## src/rtl/bcd_disp_pkg.sv

```systemverilog
// Shared constants for the BCD display scanner: segment patterns, anode codes and scan slots.
// Patterns are {g,f,e,d,c,b,a}, active-low. Anodes are active-low with bit 0 as the units digit.
package bcd_disp_pkg;

    localparam int N_SCAN = 4;

    localparam logic [6:0] SEG_0     = 7'b1000000;
    localparam logic [6:0] SEG_1     = 7'b1111001;
    localparam logic [6:0] SEG_2     = 7'b0100100;
    localparam logic [6:0] SEG_3     = 7'b0110000;
    localparam logic [6:0] SEG_4     = 7'b0011001;
    localparam logic [6:0] SEG_5     = 7'b0010010;
    localparam logic [6:0] SEG_6     = 7'b0000010;
    localparam logic [6:0] SEG_7     = 7'b1111000;
    localparam logic [6:0] SEG_8     = 7'b0000000;
    localparam logic [6:0] SEG_9     = 7'b0010000;
    localparam logic [6:0] SEG_E     = 7'b0000110;
    localparam logic [6:0] SEG_BLANK = 7'b1111111;

    localparam logic [3:0] AN_UNITS  = 4'b1110;
    localparam logic [3:0] AN_TENS   = 4'b1101;
    localparam logic [3:0] AN_CARRY  = 4'b1011;
    localparam logic [3:0] AN_OFF    = 4'b1111;

    typedef enum logic [1:0] {
        SLOT_UNITS = 2'd0,
        SLOT_TENS  = 2'd1,
        SLOT_CARRY = 2'd2,
        SLOT_BLANK = 2'd3
    } slot_e;

    function automatic logic nib_invalid(input logic [3:0] nib);
        return nib > 4'd9;
    endfunction

endpackage

```

## src/rtl/bcd_to_7seg.sv

```systemverilog
// Combinational BCD nibble to active-low 7-segment decoder.
// Nibbles above 9 render as "E"; blank overrides everything with all segments off.
module bcd_to_7seg
    import bcd_disp_pkg::*;
(
    input  logic [3:0] nibble,
    input  logic       blank,
    output logic [6:0] seg
);

    always_comb begin
        seg = SEG_E;
        if (blank) begin
            seg = SEG_BLANK;
        end else begin
            case (nibble)
                4'd0:    seg = SEG_0;
                4'd1:    seg = SEG_1;
                4'd2:    seg = SEG_2;
                4'd3:    seg = SEG_3;
                4'd4:    seg = SEG_4;
                4'd5:    seg = SEG_5;
                4'd6:    seg = SEG_6;
                4'd7:    seg = SEG_7;
                4'd8:    seg = SEG_8;
                4'd9:    seg = SEG_9;
                default: seg = SEG_E;
            endcase
        end
    end

endmodule

```

## src/rtl/bcd_display_scan.sv

```systemverilog
// Latches a two-digit BCD result plus carry and scans it onto a 4-digit multiplexed display.
// Define BCD_LZB_EN to blank leading zeros in the tens and carry slots.
module bcd_display_scan
    import bcd_disp_pkg::*;
#(
    parameter int CLK_DIV = 50000
) (
    input  logic       clk,
    input  logic       rst,
    input  logic       ld,
    input  logic [7:0] bcd_in,
    input  logic       carry_in,
    output logic [6:0] seg,
    output logic [3:0] an,
    output logic       err
);

    localparam int DIV_W = $clog2(CLK_DIV);

`ifdef BCD_LZB_EN
    localparam bit LZB_EN = 1'b1;
`else
    localparam bit LZB_EN = 1'b0;
`endif

    logic [DIV_W-1:0] div_cnt_q, div_cnt_d;
    slot_e            idx_q, idx_d;
    logic [7:0]       val_q, val_d;
    logic             cy_q, cy_d;
    logic             err_q, err_d;
    logic [6:0]       seg_q;
    logic [3:0]       an_q, an_d;
    logic             tick;
    logic [3:0]       dec_nib;
    logic             dec_blank;
    logic [6:0]       dec_seg;

    assign tick = (div_cnt_q == DIV_W'(CLK_DIV - 1));

    // ld has no back-pressure: a high ld is captured on every edge, and rst wins over it.
    always_comb begin
        div_cnt_d = tick ? '0 : div_cnt_q + 1'b1;
        idx_d     = tick ? slot_e'(idx_q + 2'd1) : idx_q;
        val_d     = val_q;
        cy_d      = cy_q;
        err_d     = err_q;
        if (ld) begin
            val_d = bcd_in;
            cy_d  = carry_in;
            err_d = nib_invalid(bcd_in[7:4]) || nib_invalid(bcd_in[3:0]);
        end
    end

    always_comb begin
        dec_nib   = 4'd0;
        dec_blank = 1'b0;
        an_d      = AN_OFF;
        case (idx_q)
            SLOT_UNITS: begin
                dec_nib = val_q[3:0];
                an_d    = AN_UNITS;
            end
            SLOT_TENS: begin
                dec_nib   = val_q[7:4];
                dec_blank = LZB_EN && (val_q[7:4] == 4'd0) && !cy_q;
                an_d      = dec_blank ? AN_OFF : AN_TENS;
            end
            SLOT_CARRY: begin
                dec_nib   = {3'b000, cy_q};
                dec_blank = LZB_EN && !cy_q;
                an_d      = dec_blank ? AN_OFF : AN_CARRY;
            end
            default: begin
                dec_blank = 1'b1;
                an_d      = AN_OFF;
            end
        endcase
    end

    bcd_to_7seg u_dec (
        .nibble (dec_nib),
        .blank  (dec_blank),
        .seg    (dec_seg)
    );

    always_ff @(posedge clk) begin
        if (rst) begin
            div_cnt_q <= '0;
            idx_q     <= SLOT_UNITS;
            val_q     <= 8'h00;
            cy_q      <= 1'b0;
            err_q     <= 1'b0;
            seg_q     <= SEG_BLANK;
            an_q      <= AN_OFF;
        end else begin
            div_cnt_q <= div_cnt_d;
            idx_q     <= idx_d;
            val_q     <= val_d;
            cy_q      <= cy_d;
            err_q     <= err_d;
            seg_q     <= dec_seg;
            an_q      <= an_d;
        end
    end

    assign seg = seg_q;
    assign an  = an_q;
    assign err = err_q;

endmodule

```

## config.mk

```make
export PLATFORM = sky130hd
export DESIGN_NAME = bcd_display_scan
export DESIGN_NICKNAME = d
export VERILOG_FILES = /design/src/rtl/bcd_disp_pkg.sv /design/src/rtl/bcd_to_7seg.sv /design/src/rtl/bcd_display_scan.sv
export SDC_FILE = /design/constraint.sdc
export NUM_CORES = 1
export LEC_CHECK = 0
export CORE_UTILIZATION = 65
export CTS_BUF_LIST = sky130_fd_sc_hd__clkbuf_2 sky130_fd_sc_hd__clkbuf_4 sky130_fd_sc_hd__clkbuf_8
export DETAILED_ROUTE_END_ITERATION = 10
export DONT_BUFFER_PORTS = 1
export GPL_TIMING_DRIVEN = 0
export PLACE_DENSITY_LB_ADDON = 0.08
export SLEW_MARGIN = 30
export SYNTH_ARGS = -nofsm -noshare
export SYNTH_HDL_FRONTEND = slang
export SYNTH_HIERARCHICAL = 1
export SYNTH_SLANG_ARGS = --single-unit
export TNS_END_PERCENT = 50
```

## constraint.sdc

```tcl
create_clock -name clk -period 3.4 [get_ports clk]
set_input_delay 0 -clock clk [delete_from_list [all_inputs] [get_ports clk]]
set_output_delay 0 -clock clk [all_outputs]
set_load 0.01 [all_outputs]
```

Word level (Yosys, flattened, before mapping)

Memory sizes are Yosys's and may differ from the RTL's. A register that Yosys moved wholly into a read port is not among the register bits.
Cells that the tools add are included.

ROM bits: 112
Word-level logic and storage cells: 22
Output and inout port bits: 12
Flip-flop bits (word level): 32
Memories kept: 1

Memory list:

| name            | depth | bits a word | read ports | clocked after Yosys merged registers in | wr ports | line              | text |
|---|---|---|---|---|---|---|---|
| (no name shown) | 16    | 7           | 1          | 1                                       | 0        | bcd_to_7seg.sv:16 | `case (nibble)` |

Reduce and logical (&&, ||, !) cells: 5
Add/subtract/negate cells: 2
$lt $le $gt $ge: 2
Muxes and demuxes: 2
Bitwise gates (word level): 1
Equality and inequality tests: 3

Operators by type and width:

| cell                  | count |
|---|---|
| $add 16x1->16 const B | 1 |
| $eq 16x16->1 const B  | 1 |
| $pmux 4 s3            | 1 |
| $pmux 3 s3            | 1 |
| $gt 4x4->1 const B    | 2 |
| $reduce_or 2->1       | 2 |
| $reduce_or 3->1       | 1 |
| $add 2x1->2 const B   | 1 |
| $eq 2x1->1 const B    | 1 |
| $eq 2x2->1 const B    | 1 |
| $logic_not 2->1       | 1 |
| $logic_or 1x1->1      | 1 |
| $not 1->1             | 1 |

Logic depth before layout (Yosys ltp)

Depth in word-level cells: 4
Mapped depth: 10

By module

Netlist, hierarchy kept.

Modules (own cells, without submodules):

| module           | cells each | instances | sequential area each (um^2) | area an instance (um^2) |
|---|---|---|---|---|
| bcd_display_scan | 162        | 1         | 760.7                       | 1,571.5 |
| bcd_to_7seg      | 32         | 1         | 0.0                         | 224.0 |

Least setup slack after synthesis

OpenSTA, ideal clock, no wires.

Kind: reg2reg
Start: reg idx_q[0]
End: reg seg_q[3], in the netlist seg[3]
Slack: 1.381 ns
Buffers on the path: 0
Required time: 3.277 ns
Arrival time: 1.895 ns
Library setup time: 0.123 ns
Cell stages (with the launch flop): 11
Cells stage by stage: dfxtp_1 > inv_1 > ha_1 > a22oi_1 > nor2_1 > inv_1 > ha_1 > and2b_2 > a21oi_1 > o21bai_1 > or2_2

RTL lines:

| what                                     | line                   | text |
|---|---|---|
| from (decl)                              | bcd_display_scan.sv:27 | `slot_e idx_q, idx_d;` |
| from (signal assigned)                   | bcd_display_scan.sv:97 | `idx_q <= idx_d;` |
| $eq 2x2->1, or another cell as far along | bcd_display_scan.sv:58 | `case (idx_q)` |
| $pmux 4 s3 (*)                           | bcd_display_scan.sv:58 |  |
| named net dec_nib[1]                     | bcd_display_scan.sv:34 | `logic [3:0] dec_nib;` |
| to (decl)                                | bcd_display_scan.sv:31 | `logic [6:0] seg_q;` |

Mark *: on every way through the listed nets, which the timed path passes. The rest lies on a longest branch.
A chain may end at the register's enable or synchronous reset.

Final worst setup path

Start: reg idx_q[0]
End: reg seg_q[0], in the netlist seg[0]

The elaborated chain is that of the path after synthesis.

==> metrics.yaml <==
setup_path:
  critPathKind: "reg2reg"
  path_cells: "inv_1 -> ha_1 -> a22oi_1 -> nor2_1 -> inv_1 -> ha_1 -> and2b_2 -> a21oi_1 -> o21bai_1 -> or2_2"
  worstReg2RegEnd: "seg[0]"
  r2r-start: "idx_q[0]"
  slowest_delay_ns: 0.37
  critPathSlowestCell: "dfxtp_1"
  rrSetupSlack_ns: 1.01
  cp_data_arrival_time_ns: 2.64
  crit_fanout: 5
  startpoint_type: "register"
  required_ns: 3.65
  reg2reg_depth: 10
  endpoint_kind: "register"
drt:
  drt_iter0_markers: 24
  met1Wirelength_um: 1659
  routedWlPerCell_um: 14.69
  dr_wl_met3_um: 163
  vias: 1408
  wl_met2_um: 1683
  drt_wl_total_um: 3570
  first_pass_iters: 4
  top_layer_used: "met4"
  drcViolationCount: 0
  via_per_inst: 5.794
  drtAntennaViolNets: 0
flow_run:
  cap_violations: 0
logic_synthesis:
  ys_seq_area_share_pct: 42.37
  synth_nets: 217
  synth_top_area_share_pct: 42.37
  synth_top_cell_by_area: "dfxtp_1"
  synthDistinctLibCells: 39
  ys_async_sr_fraction_pct: 0
  syn_area_um2: 1795
  synth_area_leaders: "dfxtp_1 42%, ha_1 7.7%, nor2_1 7.1%, mux2i_1 6.1%, xnor2_1 4.4%"
  syn_avg_cell_area_um2: 9.255
  ys_ff_latch: 38
  synth_cells: 194
  ys.flop_type: "dfxtp_1"
  synth_edf_count: 0
  ys_warn_count: 6
  synthTopCellsByCount: "38 x dfxtp_1, 34 x nor2_1, 11 x ha_1, 11 x mux2i_1, 9 x xnor2_1"
  synth_most_common_cell: "dfxtp_1"
clocking:
  ctsHtreeMaxLevel: 2
  clkTransAtPathRegs_ns: 0.13
  clk_latency_ns: 0.37
  cts_tree: "yes"
  cts.sinks: 38
  cts_setup_buffers: 0
  clock_path_buffers: 2
  cts_hold_buffers: 11
  root_buffer: "clkbuf_4"
  ctsResizeCount: 0
  numCtsBuffers: 5
sta:
  setup_tns_ns: 0
  fin_crit_ns: 2.391
  slew-limit-headroom_pct: 55.09
  hold_violations: 0
  finalMaxSlewViolations: 0
  rsz0062_at_grt: "false"
  fmax_mhz: 418.3
  fin_skew_ns: 0.01830
  setup_viol: 0
  fin_hold_ws_ns: 0.2247
  fin_crit_sh_pct: 70.31
  tightest_slew_ns: 0.6737
power:
  vdd_drop_max_uv: 426.1
  power.share.switching_pct: 25.95
  clkPwrFrac_pct: 31.2
  seqPwrFrac_pct: 58.8
  powerDensity_nw_per_um2: 405.8
  p_int_mw: 0.6030
  leakage_nw: 0.8144
  power_switching_mw: 0.2114
  pwr-share-comb_pct: 10.0
cells_and_area:
  num_antenna_cells: 0
  stdcell_area_um2: 2007
  syn_to_final_growth_pct: 11.78
  drive_gt1_share_pct: 13.15
  fin_nets: 235
placement:
  hpwl_um: 2332
  placed_area_um2: 1833
  place.port_buffers: 0
  place.gp.congestion: 0.8860
worst_hold_path:
  whs_endpoint: "val_q[0]"
  min_path_cells: 3
  hp-start: "ld"
  hp-class: "in2reg"
global_routing:
  grt_pass1_vias: 1228
  grt_max_degree: 13
  grt_usage_pct: 27.55
  grt_pass1_wl_um: 5547
  grt_antenna_before_repair: 0
  grt_overflow_total: 0
floorplanning:
  die_area_um2: 2976
  die_x_um: 54.56
  rows: 18
  start_util_pct: 70.55
  ios: 24
  die_h_um: 54.56
  core_um2: 2545
outcome:
  status: "finished, final reports clean"
## metrics by stage
| stage | worst slack (ns) | total power, mW | cells | util (%) |
|---|---|---|---|---|
| global placement | 1.199 | 0.5523 | 224 | 72.03 |
| CTS | 1.102 | 0.8161 | 243 | 78.86 |
| detailed placement | 1.130 | 0.5561 | 224 | 72.03 |
| global route | 0.8792 | 0.8502 | 243 | 78.86 |
| floorplan | 1.381 | 0.5432 | 194 | - |
| finish | 1.009 | 0.8144 | 243 | 78.86 |
## per-layer routing
metal	up-vias	track usage [%]
met2	42	45.73
met3	5	6.667
met1	659	32.15
li1	702	-
met4	0	15.38
met5	-	0
## worst max-delay path, delay by kind of cell, from the launching register on
kind                     cells  cell delay [ns]
AO/OA/AOI/OAI                3             0.34
adder cells (fa/ha/maj)      2             0.49
buffers and inverters        2             0.27
flip-flops                   1             0.37
AND/OR/NAND/NOR              3             0.82
## cells in the final DEF, fill, tap and decap left out, types with 2 or more instances in the layout
master         Yosys  layout
nor4_1             4       4
a22oi_1            3       3
a21oi_1            8       8
clkbuf_1           4       4
a21o_1             2       2
xor2_1             4       4
nand2_1            5       5
nor2_1            34      34
o21ai_0            4       4
dlygate4sd3_1      0      11
mux2i_1           11      11
inv_1              7       7
ha_1              11      11
or2_2              7       7
clkbuf_4           0       5
dfxtp_1           38      38
buf_4              3       3
nand3_1            4       4
o21bai_1           5       5
xnor2_1            9       9
nand2b_1           4       4
nor4bb_1           2       2
nand4_1            7       7
## flip-flops by register name, summed over array words and instances (netlist names)
signal	cells
div_cnt_q	16
val_q	8
seg	7
an	3
idx_q	2
cy_q	1
err	1
## worst max path at each step
stage | start | to | depth (start not counted)
after detailed placement | idx_q[0] | seg[0] | 10
after global routing | idx_q[0] | seg[3] | 10
after floorplan | idx_q[0] | seg[3] | 10
after CTS | idx_q[0] | seg[0] | 10
after global placement | idx_q[0] | seg[0] | 10
final | idx_q[0] | seg[0] | 10
## power groups by stage
stage / Sequential (mW) / Clock (mW) / Combinational, mW
after floorplan: 0.486 / 0 / 0.0573
after global placement: 0.488 / 0 / 0.0646
after detailed placement: 0.489 / 0 / 0.0675
after CTS: 0.478 / 0.258 / 0.0792
after global routing: 0.482 / 0.278 / 0.0904
final: 0.479 / 0.254 / 0.0810
## cell families after synthesis
logic type	Yosys count	synth area share [%]
multiplexers	11	6.133
flip-flops	38	42.37
XOR/XNOR	13	6.342
AND/OR/NAND/NOR	78	23.62
other	1	0.2089
adder cells (fa/ha/maj)	11	7.665
buffers and inverters	17	4.668
AO/OA/AOI/OAI	25	8.990
## cell type report
type,instances,area (µm²)
multi-input combinational,139,950.9
sequential,38,760.7
fill,174,538.0
timing repair buffer,11,110.1
buffer,9,53.80
clock buffer,6,51.30
tap,30,37.54
inverter,8,30.03
clock inverter,2,12.51
Power figures use the tool's default switching activity.
